File: config.mk
export PLATFORM = sky130hd
export DESIGN_NAME = serial_add_ctrl
export DESIGN_NICKNAME = d
export VERILOG_FILES = /design/src/rtl/serial_add_ctrl.sv
export SDC_FILE = /design/constraint.sdc
export NUM_CORES = 1
export LEC_CHECK = 0
export BUFFER_PORTS_ARGS = -buffer_cell sky130_fd_sc_hd__buf_4
export CAP_MARGIN = 25
export CORE_MARGIN = 3
export CORE_UTILIZATION = 55
export DETAILED_ROUTE_END_ITERATION = 12
export PLACE_DENSITY = 0.76
export SLEW_MARGIN = 20
export SYNTH_ARGS = -nofsm -noshare
export SYNTH_HDL_FRONTEND = slang
export SYNTH_SLANG_ARGS = --single-unit
File: constraint.sdc
create_clock -name clock -period 2.17 [get_ports clock]
set_input_delay 0.5425 -clock clock [delete_from_list [all_inputs] [get_ports clock]]
set_output_delay 0.5425 -clock clock [all_outputs]
set_load 0.01 [all_outputs]
File: src/rtl/serial_add_ctrl.sv
// Bit-serial adder: one sum/carry cell reused for every bit position, LSB first.
// Accepts start in IDLE, runs WIDTH steps, then pulses done for one cycle.
//
// state | meaning
// IDLE  | waiting for start; operands captured on the accepting edge
// RUN   | one bit position added per cycle, busy=1
// DONE  | result registered, done=1 for exactly one cycle
module serial_add_ctrl #(
  parameter int WIDTH = 8
) (
  input  logic             clock,
  input  logic             reset_n,
  input  logic             start,
  input  logic [WIDTH-1:0] a_in,
  input  logic [WIDTH-1:0] b_in,
  output logic             busy,
  output logic             done,
  output logic [WIDTH-1:0] sum_out,
  output logic             carry_out
);

  localparam int CW = $clog2(WIDTH) + 1;
  localparam logic [CW-1:0] LAST_STEP = CW'(WIDTH - 1);

  typedef enum logic [1:0] {IDLE, RUN, DONE} state_t;

  state_t           state;
  logic [WIDTH-1:0] a_sh;
  logic [WIDTH-1:0] b_sh;
  logic [WIDTH-1:0] s_sh;
  logic             c;
  logic [CW-1:0]    cnt;

  logic             p;
  logic             bit_s;
  logic             c_nxt;
  logic [WIDTH-1:0] s_nxt;

  // two half-adder cells plus the carry OR
  assign p     = a_sh[0] ^ b_sh[0];
  assign bit_s = p ^ c;
  assign c_nxt = (a_sh[0] & b_sh[0]) | (p & c);
  assign s_nxt = {bit_s, s_sh[WIDTH-1:1]};

  always_ff @(posedge clock or negedge reset_n) begin
    if (!reset_n) begin
      state     <= IDLE;
      busy      <= 1'b0;
      done      <= 1'b0;
      sum_out   <= '0;
      carry_out <= 1'b0;
      a_sh      <= '0;
      b_sh      <= '0;
      s_sh      <= '0;
      c         <= 1'b0;
      cnt       <= '0;
    end else begin
      case (state)
        IDLE: begin
          done <= 1'b0;
          if (start) begin
            a_sh  <= a_in;
            b_sh  <= b_in;
            s_sh  <= '0;
            c     <= 1'b0;
            cnt   <= '0;
            busy  <= 1'b1;
            state <= RUN;
          end
        end
        RUN: begin
          a_sh <= a_sh >> 1;
          b_sh <= b_sh >> 1;
          s_sh <= s_nxt;
          c    <= c_nxt;
          cnt  <= cnt + CW'(1);
          // last bit goes straight into the result so it lands whole
          if (cnt == LAST_STEP) begin
            sum_out   <= s_nxt;
            carry_out <= c_nxt;
            busy      <= 1'b0;
            done      <= 1'b1;
            state     <= DONE;
          end
        end
        DONE: begin
          done  <= 1'b0;
          state <= IDLE;
        end
        default: begin
          busy  <= 1'b0;
          done  <= 1'b0;
          state <= IDLE;
        end
      endcase
    end
  end

endmodule

# == Yosys cells after proc, flatten, opt, wreduce, memory -nomap -nowiden ==
# Cells that the tools add are included.
# word_totals
inputBits,19
ff_bits,42
word_cells,46
output_inout_bits,11
# op_classes
add_sub_neg,1
mux,18
bitwise_logic,6
n_reduce_logical,6
n_eq_ne,5
# ops
op,n
8-bit one-hot mux with 2 select lines,3
8-bit two-way mux,3
4-bit one-hot mux with 2 select lines,1
2-bit AND reduction,3
1-bit two-way mux,5
"4-bit by 1-bit adder with 4-bit output, second input constant",1
"4-bit by 3-bit == test with 1-bit output, second input constant",1
2-bit two-way mux,2
4-bit two-way mux,1
"2-bit != test, second input constant",2
2-bit one-hot mux with 2 select lines,1
1-bit one-hot mux with 3 select lines,1
3-bit AND reduction,1
1-bit bitwise AND,2
"2-bit by 1-bit == test with 1-bit output, second input constant",1
"2-bit == test, second input constant",1
2-bit logical NOT,1
1-bit one-hot mux with 2 select lines,1
2-bit nonzero test,1
1-bit bitwise XOR,2
1-bit inverter,1
1-bit OR,1

# == Depth between registers and ports, before layout ==
# Gate-level depths: netlist (run 1).
# depth
depth_word,4
depth_mapped,5
mapped_depth_nobuf,4

# == Least setup slack after synthesis (run 1) ==
# No wires, ideal clock.
# synth_timing
kind,register -> register
startpoint,register cnt[0]
endpoint,register carry_out
arrival_time_ns,1.384
path_stages_with_launch,6
setup_slack_ns,0.660
required_time_ns,2.045
period_less_slack_ns,1.510
setup_ns,0.125
path_cell_list,dfrtp_1 -> ha_1 -> and3b_1 -> and2_4 -> buf_6 -> mux2_4
# synth_between
elab_chain_len,2
# synth_lines
item,line,source
"start, declared",32,logic [CW-1:0] cnt;
"start signal, assigned",76,cnt <= cnt + CW'(1);
4-bit by 3-bit == test with 1-bit output,78,if (cnt == LAST_STEP) begin
2-bit AND reduction (no source line),--,
"end signal, assigned",80,carry_out <= c_nxt;
"end, declared",19,output logic carry_out
# Every way passes these cells.
# A chain may end at the register's enable or synchronous reset.

# == Worst setup path in the final report (run 1) ==
# layout_timing
startpoint,register state[1]
endpoint,register a_sh[7]
# layout_between
elab_chain_len,3
word_cells_on_any_way,6
cone_classes,eq/ne (2); mux (1); reduce/logical (3)
# layout_lines
item,line,source
"start, declared",27,state_t state;
"start signal, assigned",47,state <= IDLE;
"start signal, assigned",68,state <= RUN;
"start signal, assigned",83,state <= DONE;
2-bit by 1-bit == test with 1-bit output or 2-bit logical NOT (tied branches),58,case (state)
2-bit nonzero test (no source line) or 2-bit != test (tied branches),--,
2-bit AND reduction (no source line),--,
"end signal, assigned",62,a_sh <= a_in;
"end signal, assigned",72,a_sh <= a_sh >> 1;
"end, declared",28,logic [WIDTH-1:0] a_sh;
# Several ways; a longest one is shown, not always the timed one.

==> PnR_summary.wiki, run 1 <==
{| class="wikitable"
! Metric !! Value
|-
| Iteration count of the initial detailed-routing pass || 4
|-
| Required time at the worst-slack endpoint || 2.42 ns
|-
| Insertion delay to the later sink of the worst-skew pair || approximately 0.34 ns
|-
| Hold-fix buffers, CTS || 0
|-
| Die area || ~4100 um2
|-
| Vias per inst || between 5 and 6
|-
| Initial antenna violation count || 0
|-
| Last weighted congestion value of the routability-driven placer || 0.7136
|-
| Vertical extent of the die || 64.05 um
|-
| Top cell family by delay on the critical path || simple AND/OR/NAND/NOR gates
|-
| Initial core utilization || 59.24%
|-
| Count of buffers inserted at the top-level ports || 29
|-
| Number of global-route vias before repair || 1384
|-
| Setup-violating endpoint count in the final report || 0
|-
| IR drop worst, VDD || 735.6 uV
|-
| Routed wirelength normalized by instance count || between 15 and 20 um
|-
| Class of the tightest hold or removal check || in2async
|-
| Total setup buffers inserted after CTS || 0
|-
| Count of unresolved DRC violations after routing || 0
|-
| Proportion of netlist area held by the largest area contributor || 55.37%
|-
| Reg clk slew, reported paths || 0.12 ns
|-
| Clock tree from TritonCTS || done
|-
| Mean post-synth cell area || about 12 um2
|-
| Pwr/cell area || around 1300 nW/um2
|-
| Synthesized instance count || 155
|-
| Global routing met1 resource utilization || 24.71%
|-
| Syn Nets || roughly 180
|-
| Slowest cell on the critical path || sky130_fd_sc_hd__and2b_1
|-
| Setup tns final || 0 ns
|-
| Sequential area share after synthesis || approximately 55%
|-
| Worst setup EP type || register
|-
| Placed Area || 2077 um2
|-
| Actual slew at the worst max-slew pin || roughly 0.64 ns
|-
| Top area cells in the synthesized netlist || sky130_fd_sc_hd__dfrtp_1 55%, sky130_fd_sc_hd__mux2_4 7.3%, sky130_fd_sc_hd__a21oi_1 4.9%
|-
| Number of maximum-capacitance constraint violations || 0
|-
| Total non-filler cell area in the finished layout || between 2000 and 2500 um2
|-
| Number of instances resized during post-cts repair || 0
|-
| Critical Path AT || a little under 2 ns
|-
| Routed vias || between 1000 and 1500
|-
| Worst setup skew after layout || around 0.013 ns
|-
| Pin count of the biggest net entering global routing || 42
|-
| Antenna viol nets, final || 0
|-
| Cell internal pwr || roughly 0.0019 W
|-
| Ratio of cells with drive above 1 in the final layout || between 20% and 30%
|-
| Number of cell rows || 20
|-
| Critical setup path kind || reg2reg
|-
| Most frequent cells in the layout || 41 x sky130_fd_sc_hd__dfrtp_1, 32 x sky130_fd_sc_hd__buf_4, 18 x sky130_fd_sc_hd__a21oi_1, 15 x sky130_fd_sc_hd__o21ai_0, 13 x sky130_fd_sc_hd__nor2b_1
|-
| Met3 Track Usage GR || ~6.7%
|-
| Total global-route track usage || between 10% and 20%
|-
| CTS max path bufs || 2
|-
| Highest net fanout along the worst path || 21
|-
| Cells along the critical path || and2b_1 > a21oi_1 > o21ai_0
|-
| Slowest Stage Delay on Critical Path || roughly 0.65 ns
|-
| GRT met2 Usage || approximately a third
|-
| Fillers || ~240
|-
| Final nets || roughly 200
|-
| Post-synthesis cell area || approximately 1900 um2
|-
| Minimum clock period || 1.743 ns
|-
| Cell type with the highest aggregate area in the netlist || sky130_fd_sc_hd__dfrtp_1
|-
| Buf/Inv on CP || 0
|-
| Crit path launch type || register
|-
| Total routed wirelength || between 3 and 4 mm
|-
| Count of boundary I/O pins || 30
|-
| HPWL after DPL || approximately 2.3 mm
|-
| CTS Buf Count || 5
|-
| Fraction of power consumed by combinational cells || about a third
|-
| Highest Clock Rate || roughly 0.57 GHz
|-
| Placeable core region || about 3100 um2
|-
| Number of library cell types mapped by synthesis || 28
|-
| Clock Sinks || 41
|-
| Unrepaired setup endpoints after global routing || false
|-
| Count of warnings emitted by yosys || 0
|-
| Most common cell after layout, fill and taps aside || sky130_fd_sc_hd__dfrtp_1
|-
| Remaining max-slew budget at the tightest pin || a little under three fifths
|-
| Switching power share of the total || a little under a third
|-
| P&R area growth vs syn || 17.62%
|-
| Final Hold Viols || 0
|-
| Final global-route overflow total || 0
|-
| Horizontal die dimension || roughly 64 um
|-
| Run status || finished, final reports clean
|-
| Synth Register Bits || between 40 and 50
|-
| First-pass GRT wire length || approximately 6.2 mm
|-
| Antenna cells || 0
|-
| Leakage power || 1.039 nW
|-
| Maximum level of the CTS H-tree || 2
|-
| Final Cycle Share || 80.30%
|-
| Busiest metal layer after global routing || met2
|-
| Sw power || ~0.00086 W
|-
| DR iter-0 viols || 79
|-
| Number of pins exceeding their max-slew limit in the final report || 0
|-
| Total Power || about 0.0027 W
|-
| Part of the power in registers || between 40% and 50%
|-
| Part of the power in the clock network || between 20% and 30%
|-
| Root cell of the clock tree || sky130_fd_sc_hd__clkbuf_4
|}
==> cell type report <==
| type | instances | area (um2) | share of cell area, % |
|---|---|---|---|
| multi-input combinational | 101 | 748.2 | 34.33 |
| clock buffer | 5 | 37.54 | 1.722 |
| sequential | 41 | 1026 | 47.07 |
| clock inverter | 3 | 65.06 | 2.985 |
| inverter | 2 | 7.507 | 0.3444 |
| timing repair buffer | 32 | 240.2 | 11.02 |
| tap | 44 | 55.05 | 2.526 |
==> worst paths after layout <==
path                                from         end  slack (ns)  cells past startpoint
min in group clock               a_in[0]     a_sh[0]        0.46                      3
worst min-delay path             reset_n  sum_out[6]        0.15                      1
max in group asynchronous        reset_n      cnt[3]        1.66                      1
worst min register to register   b_sh[1]     b_sh[1]        0.51                      2
worst max register to register  state[1]     a_sh[7]        0.43                      3
worst max-delay path            state[1]     a_sh[7]        0.43                      3
==> synth_stat cells, drive strengths merged <==
master  number
and2b        2
buf          8
o21a         1
a22o        10
nand2        4
ha           1
o21ai       16
clkbuf       3
and2         1
nand3        1
o32ai        1
mux2        11
and3b        3
nor2         2
inv          2
fa           1
a21oi       18
a211oi       1
nand4        1
o21bai       1
dfrtp       41
nor2b       14
a22oi       12
==> routing by layer <==
layer / up-vias / share of wire, %
met3: 4 / 5.3
met2: 35 / 49
met5: - / 0
met1: 630 / 45
met4: 0 / 0.85
li1: 617 / -
==> stage by stage <==
stage | setup WS [ns] | util, % | hold WS (ns) | cells
detailed placement | 0.4724 | 66.40 | 0.4839 | 220
floorplan | 0.6605 | - | 0.2469 | 155
global route | 0.2593 | 69.68 | 0.1474 | 228
CTS | 0.4331 | 69.68 | 0.1461 | 228
global placement | 0.5745 | 66.40 | 0.4688 | 220
finish | 0.4274 | 69.68 | 0.1513 | 228
==> power by group through the flow <==
| stage | Sequential (W) | Combinational, W | Clock, W |
|---|---|---|---|
| 2_1_floorplan | 0.00123 | 0.000649 | 0 |
| 3_3_place_gp | 0.00124 | 0.000877 | 0 |
| 5_1_grt | 0.00128 | 0.00101 | 0.000659 |
| 6_report | 0.00124 | 0.000903 | 0.000602 |
| 3_5_place_dp | 0.00125 | 0.000911 | 0 |
| 4_1_cts | 0.00124 | 0.000917 | 0.000619 |
==> worst register-to-register path, delay by kind of cell, from the launching register on <==
family	cells	cell delay (ns)
AOI/OAI and AO/OA	2	0.36
and+or+nand+nor	1	0.65
DFF	1	0.64
==> flip-flops by register name, summed over array words and instances (netlist names), 2 cells and up <==
signal   flops
s_sh         7
a_sh         8
sum_out      8
state        2
b_sh         8
cnt          4
==> kinds of logic (layout without fill, tap and decap cells) <==
group / after synthesis / count (layout) / synth area share, %
muxes: 11 / 11 / 8.508
and+or+nand+nor: 28 / 28 / 9.656
DFF: 41 / 41 / 55.37
buffers and inverters: 13 / 42 / 4.254
adders and majority gates: 2 / 2 / 1.756
AOI/OAI and AO/OA: 60 / 60 / 20.46
(Power assumes the default switching activity.)
==> inputs of run 2 (changes only) <==
Settings changed: CORE_UTILIZATION 55 to 50, PLACE_DENSITY 0.76 to 0.73.
Clock period 2.17 ns to 1.45 ns, I/O delays scaled along.
==> run 2 against run 1 <==
Net effect: routed wire length rose by 3.6%; cell count up 4.4%; die area rose by 9.0%; clock skew down 0.0072 ns; highest routed layer unchanged; utilization down 4.6 points; sequential power increased by 48%; critical endpoint is now sum_out[0]; flip-flop and latch count unchanged; first-iteration DRC count unchanged; total power increased by 48%.
==> PnR_summary.wiki, run 2 (synthesized netlist as in run 1, its figures left out) <==
{| class="wikitable"
! Metric !! Value
|-
| Setup tns final || 0 ns
|-
| Area occupied by multi-input gates || 760.7 um2
|-
| Highest Clock Rate || roughly 0.7 GHz
|-
| Count of unresolved DRC violations after routing || 0
|-
| Setup-violating endpoint count in the final report || 0
|-
| Routed wirelength normalized by instance count || around 15 um
|-
| Number of cell rows || 21
|-
| Endpoint of the lowest-slack register-to-register path || sum_out[0]
|-
| Class of the tightest hold or removal check || in2async
|-
| Unrepaired setup endpoints after global routing || false
|-
| Actual slew at the worst max-slew pin || roughly 0.51 ns
|-
| Leakage power || around 1.1 nW
|-
| Placeable core region || around 3400 um2
|-
| Slowest cell on the critical path || sky130_fd_sc_hd__dfrtp_1
|-
| Fillers || 277
|-
| Run status || finished, final reports clean
|-
| P&R area growth vs syn || 20.80%
|-
| IR drop worst, VDD || 636.3 uV
|-
| Routed vias || approximately 1300
|-
| Total global-route track usage || a little under a fifth
|-
| Pwr/cell area || between 1500 and 2000 nW/um2
|-
| Final design utilization || about 65%
|-
| CTS max path bufs || 2
|-
| First-pass GRT wire length || between 6 and 7 mm
|-
| Final global-route overflow total || 0
|-
| Highest net fanout along the worst path || 5
|-
| Total non-filler cell area in the finished layout || 2238 um2
|-
| Count of buffers inserted at the top-level ports || 29
|-
| Most frequent cells in the layout || 41 x sky130_fd_sc_hd__dfrtp_1, 40 x sky130_fd_sc_hd__buf_4, 18 x sky130_fd_sc_hd__a21oi_1, 15 x sky130_fd_sc_hd__o21ai_0, 13 x sky130_fd_sc_hd__nor2b_1
|-
| Required time at the worst-slack endpoint || between 1.5 and 2 ns
|-
| Last weighted congestion value of the routability-driven placer || between 0.7 and 0.8
|-
| Hold-fix buffers, CTS || 0
|-
| Total Power || 0.004064 W
|-
| Part of the power in registers || 45.0%
|-
| Cells along the critical path || ha_2 > and3b_2 > and2_4 > mux2_4
|-
| Origin of the worst setup path || cnt[1]
|-
| Total routed wirelength || between 3 and 4 mm
|-
| Clock tree from TritonCTS || done
|-
| Clock Sinks || just over 40
|-
| Horizontal die dimension || 66.88 um
|-
| Fraction of power consumed by combinational cells || between 30% and 40%
|-
| Initial antenna violation count || 0
|-
| Count of boundary I/O pins || 30
|-
| Worst reg2reg startpoint || cnt[1]
|-
| Antenna cells || 0
|-
| Number of global-route vias before repair || ~1400
|-
| Slowest Stage Delay on Critical Path || approximately 0.4 ns
|-
| Vias per inst || 5.651
|-
| Final Cycle Share || 96.32%
|-
| Placed Area || ~2100 um2
|-
| Iteration count of the initial detailed-routing pass || 4
|-
| Remaining max-slew budget at the tightest pin || 65.85%
|-
| Insertion delay to the later sink of the worst-skew pair || 0.29 ns
|-
| Reg clk slew, reported paths || roughly 0.070 ns
|-
| Most common cell after layout, fill and taps aside || sky130_fd_sc_hd__dfrtp_1
|-
| Worst setup skew after layout || roughly 0.0055 ns
|-
| Crit path launch type || register
|-
| HPWL after DPL || around 2.4 mm
|-
| Sequential Area || between 1000 and 1500 um2
|-
| Worst-case setup slack after placement || 0.03412 ns
|-
| Antenna viol nets, final || 0
|-
| Maximum level of the CTS H-tree || 2
|-
| Post-route setup slack || around 0.053 ns
|-
| Capture point of the critical path || sum_out[0]
|-
| Number of pins exceeding their max-slew limit in the final report || 0
|-
| Number of maximum-capacitance constraint violations || 0
|-
| Pin count of the biggest net entering global routing || 42
|-
| Part of the power in the clock network || 18.1%
|-
| CTS Buf Count || 5
|-
| Sw power || 0.001307 W
|-
| Die area || between 4000 and 5000 um2
|-
| Switching power share of the total || between 30% and 40%
|-
| Worst R2R Path Depth || 4
|-
| Minimum clock period || 1.397 ns
|-
| Root cell of the clock tree || sky130_fd_sc_hd__clkbuf_8
|-
| Vertical extent of the die || 66.88 um
|-
| Critical Path AT || about 1.6 ns
|-
| DR iter-0 viols || 79
|-
| Cell internal pwr || 0.002757 W
|-
| Slack of the worst reg-to-reg path || 0.05 ns
|-
| Critical setup path kind || reg2reg
|-
| Biggest regs || a_sh: 8 flops, b_sh: 8 flops, sum_out: 8 flops
|-
| Initial core utilization || around 54%
|-
| Ratio of cells with drive above 1 in the final layout || roughly a third
|-
| Final Hold Viols || 0
|-
| Final nets || 213
|-
| Worst setup EP type || register
|}
run 2: worst min path at each step:
stage                        from          to  slack, ns  depth (start not counted)
after floorplan           reset_n     a_sh[0]       0.07                          0
after CTS                 reset_n        done       0.05                          1
after global placement    reset_n  sum_out[2]       0.36                          1
after global routing      reset_n     s_sh[2]       0.08                          1
after detailed placement  reset_n     s_sh[3]       0.37                          1
final                     reset_n     s_sh[2]       0.04                          1
run 2: power groups by stage:
| stage | clock, W | combinational, W | sequential (W) |
|---|---|---|---|
| after floorplan | 0 | 0.000980 | 0.00184 |
| after global placement | 0 | 0.00143 | 0.00182 |
| after detailed placement | 0 | 0.00149 | 0.00185 |
| after CTS | 0.000761 | 0.00150 | 0.00183 |
| after global routing | 0.000795 | 0.00167 | 0.00188 |
| final | 0.000737 | 0.00150 | 0.00183 |
run 2: layer usage:
metal	track usage [%]	vias up	routed length (um)
li1	-	636	-
met1	24.15	670	1699
met2	29.83	32	1714
met3	5.059	7	182
met4	7.595	0	69
met5	0	-	0
run 2: through the flow:
step                      hold slack [ns]  cells
after floorplan                   0.06691    155
after global placement             0.3605    230
after detailed placement           0.3679    230
after CTS                         0.04921    237
after global routing              0.08179    238
final                             0.03561    238
run 2: worst max-delay path: cells and delay by family (launching register included):
family	cells	cell delay (ns)
AND/OR/NAND/NOR	2	0.39
flip-flops	1	0.40
multiplexers	1	0.30
adder cells (fa/ha/maj)	1	0.19
run 2: repair_timing:
item,4_1_cts,5_1_grt
endpoints found under the setup margin,0,9
gates resized for setup,0,1
buffers inserted,0,0
run 2: layout make-up:
class                      instances  area share (%)
sequential                        41           45.84
inverter                           2          0.3354
tap                               46           2.571
clock buffer                       7           3.857
timing repair buffer              40           13.42
multi-input combinational        102           33.99
==> inputs of run 3 (changes only) <==
Settings changed: RECOVER_POWER from default to 25.
==> run 3 against run 2 <==
Net effect: cell area is 0.11% lower; fmax about the same; global-route usage unchanged; clock skew about the same; critical endpoint unchanged; largest power group unchanged.
==> PnR_summary.wiki, run 3 (synthesized netlist as in run 1, its figures left out) <==
{| class="wikitable"
! Metric !! Value
|-
| IR drop worst, VDD || between 600 and 700 uV
|-
| Part of the power in the clock network || between 10% and 20%
|-
| Routed vias || 1345
|-
| Area occupied by multi-input gates || around 760 um2
|-
| Critical Path AT || roughly 1.6 ns
|-
| Total Power || ~0.0041 W
|-
| Post-route setup slack || 0.05334 ns
|-
| Class of the tightest hold or removal check || in2async
|-
| Setup tns final || 0 ns
|-
| Final design utilization || approximately 65%
|-
| Run status || finished, final reports clean
|-
| Final Hold Viols || 0
|-
| Root cell of the clock tree || sky130_fd_sc_hd__clkbuf_8
|-
| Die area || roughly 4500 um2
|-
| Part of the power in registers || 45.0%
|-
| Highest net fanout along the worst path || 5
|-
| Ratio of cells with drive above 1 in the final layout || between 30% and 40%
|-
| CTS Buf Count || 5
|-
| HPWL after DPL || approximately 2.4 mm
|-
| Clock tree from TritonCTS || done
|-
| Worst-case setup slack after placement || 0.03412 ns
|-
| Routed wirelength normalized by instance count || ~15 um
|-
| Worst setup EP type || register
|-
| Setup-violating endpoint count in the final report || 0
|-
| Pin count of the biggest net entering global routing || 42
|-
| Antenna viol nets, final || 0
|-
| Insertion delay to the later sink of the worst-skew pair || ~0.29 ns
|-
| Critical setup path kind || reg2reg
|-
| Antenna cells || 0
|-
| Number of cell rows || 21
|-
| Clock Sinks || 41
|-
| Placeable core region || roughly 3400 um2
|-
| Actual slew at the worst max-slew pin || 1.001 ns
|-
| Vias per inst || approximately 5.7
|-
| Iteration count of the initial detailed-routing pass || 4
|-
| Switching power share of the total || between 30% and 40%
|-
| Required time at the worst-slack endpoint || ~1.6 ns
|-
| Pwr/cell area || approximately 1800 nW/um2
|-
| Last weighted congestion value of the routability-driven placer || approximately 0.74
|-
| Total global-route track usage || a little under a fifth
|-
| Fraction of power consumed by combinational cells || a little under two fifths
|-
| Count of buffers inserted at the top-level ports || 29
|-
| First-pass GRT wire length || between 6 and 7 mm
|-
| Initial antenna violation count || 0
|-
| Horizontal die dimension || about 67 um
|-
| Final global-route overflow total || 0
|-
| Initial core utilization || 53.83%
|-
| Final Cycle Share || between 90% and 100%
|-
| Most frequent cells in the layout || 41 x sky130_fd_sc_hd__dfrtp_1, 39 x sky130_fd_sc_hd__buf_4, 18 x sky130_fd_sc_hd__a21oi_1, 15 x sky130_fd_sc_hd__o21ai_0, 13 x sky130_fd_sc_hd__nor2b_1
|-
| Count of boundary I/O pins || 30
|-
| Final nets || ~210
|-
| Sw power || 0.001306 W
|-
| Leakage power || approximately 1.1 nW
|-
| Total routed wirelength || around 3.7 mm
|-
| Worst setup skew after layout || about 0.0055 ns
|-
| Cell internal pwr || between 0.002 and 0.003 W
|-
| DR iter-0 viols || 80
|-
| Most common cell after layout, fill and taps aside || sky130_fd_sc_hd__dfrtp_1
|-
| Count of unresolved DRC violations after routing || 0
|-
| Maximum level of the CTS H-tree || 2
|-
| Highest Clock Rate || slightly above 0.7 GHz
|-
| Number of global-route vias before repair || ~1400
|-
| Fillers || about 280
|-
| Reg clk slew, reported paths || approximately 0.07 ns
|-
| P&R area growth vs syn || 20.66%
|-
| Crit path launch type || register
|-
| Minimum clock period || ~1.4 ns
|-
| Biggest regs || a_sh: 8 flops, b_sh: 8 flops, sum_out: 8 flops
|-
| Total setup buffers inserted after CTS || 0
|-
| Remaining max-slew budget at the tightest pin || approximately 33%
|-
| Unrepaired setup endpoints after global routing || false
|-
| Sequential Area || 1026 um2
|-
| Vertical extent of the die || roughly 67 um
|-
| Number of pins exceeding their max-slew limit in the final report || 0
|-
| CTS max path bufs || 2
|-
| Number of maximum-capacitance constraint violations || 0
|}
run 3: cell types whose count changed in the layout (fill, tap and decap cells not counted):
| cell | delta |
|---|---|
| sky130_fd_sc_hd__buf_4 | -1 |
| sky130_fd_sc_hd__clkbuf_2 | +1 |
run 3: cell type report:
cell class / count / share of cell area, %
repair buffers: 40 / 13.32
inverters: 2 / 0.3358
clock buffers: 7 / 3.861
well taps: 46 / 2.574
multi-input cells: 102 / 34.02
flip-flops and latches: 41 / 45.89
run 3: repair_timing:
action	in CTS	in global routing
resized for setup	0	1
hold buffers	0	0
endpoints found under the setup margin	0	9
run 3: metal layers:
metal  GRT usage [%]  routed length, um  up-vias  part of all wire [%]
li1                -                  -      636                     -
met1           24.15               1695      670                    46
met2           29.83               1713       32                    47
met3           5.059                181        7                   4.9
met4           7.595                 69        0                   1.9
met5               0                  0        -                     0
run 3: path summary, 6_finish.rpt:
check,end,cells past startpoint,from,slack [ns]
worst max-delay path,sum_out[0],4,cnt[1],0.05
worst min-delay path,s_sh[2],1,reset_n,0.23
worst max register to register,sum_out[0],4,cnt[1],0.05
worst min register to register,b_sh[5],2,b_sh[5],0.49
max in group asynchronous,b_sh[4],1,reset_n,0.60
min in group clock,a_sh[0],3,a_in[0],0.34
run 3: through the flow:
stage	instance area (um2)	hold WS (ns)	instances
floorplan	1861	0.06691	155
global placement	2143	0.3605	230
detailed placement	2143	0.3679	230
global route	2236	0.3178	238
finish	2236	0.2256	238
CTS	2230	0.04921	237
run 3: worst max-delay path, cell delays in order (launching register included):
cell and delay (ns):
sky130_fd_sc_hd__dfrtp_1 0.40, sky130_fd_sc_hd__ha_2 0.19, sky130_fd_sc_hd__and3b_2 0.21, sky130_fd_sc_hd__and2_4 0.18, sky130_fd_sc_hd__mux2_4 0.30
run 3: power by group through the flow:
stage	sequential (W)	clock [W]	combinational [W]
floorplan	0.00184	0	0.000980
global placement	0.00182	0	0.00143
detailed placement	0.00185	0	0.00149
CTS	0.00183	0.000761	0.00150
global route	0.00188	0.000795	0.00167
finish	0.00183	0.000737	0.00150
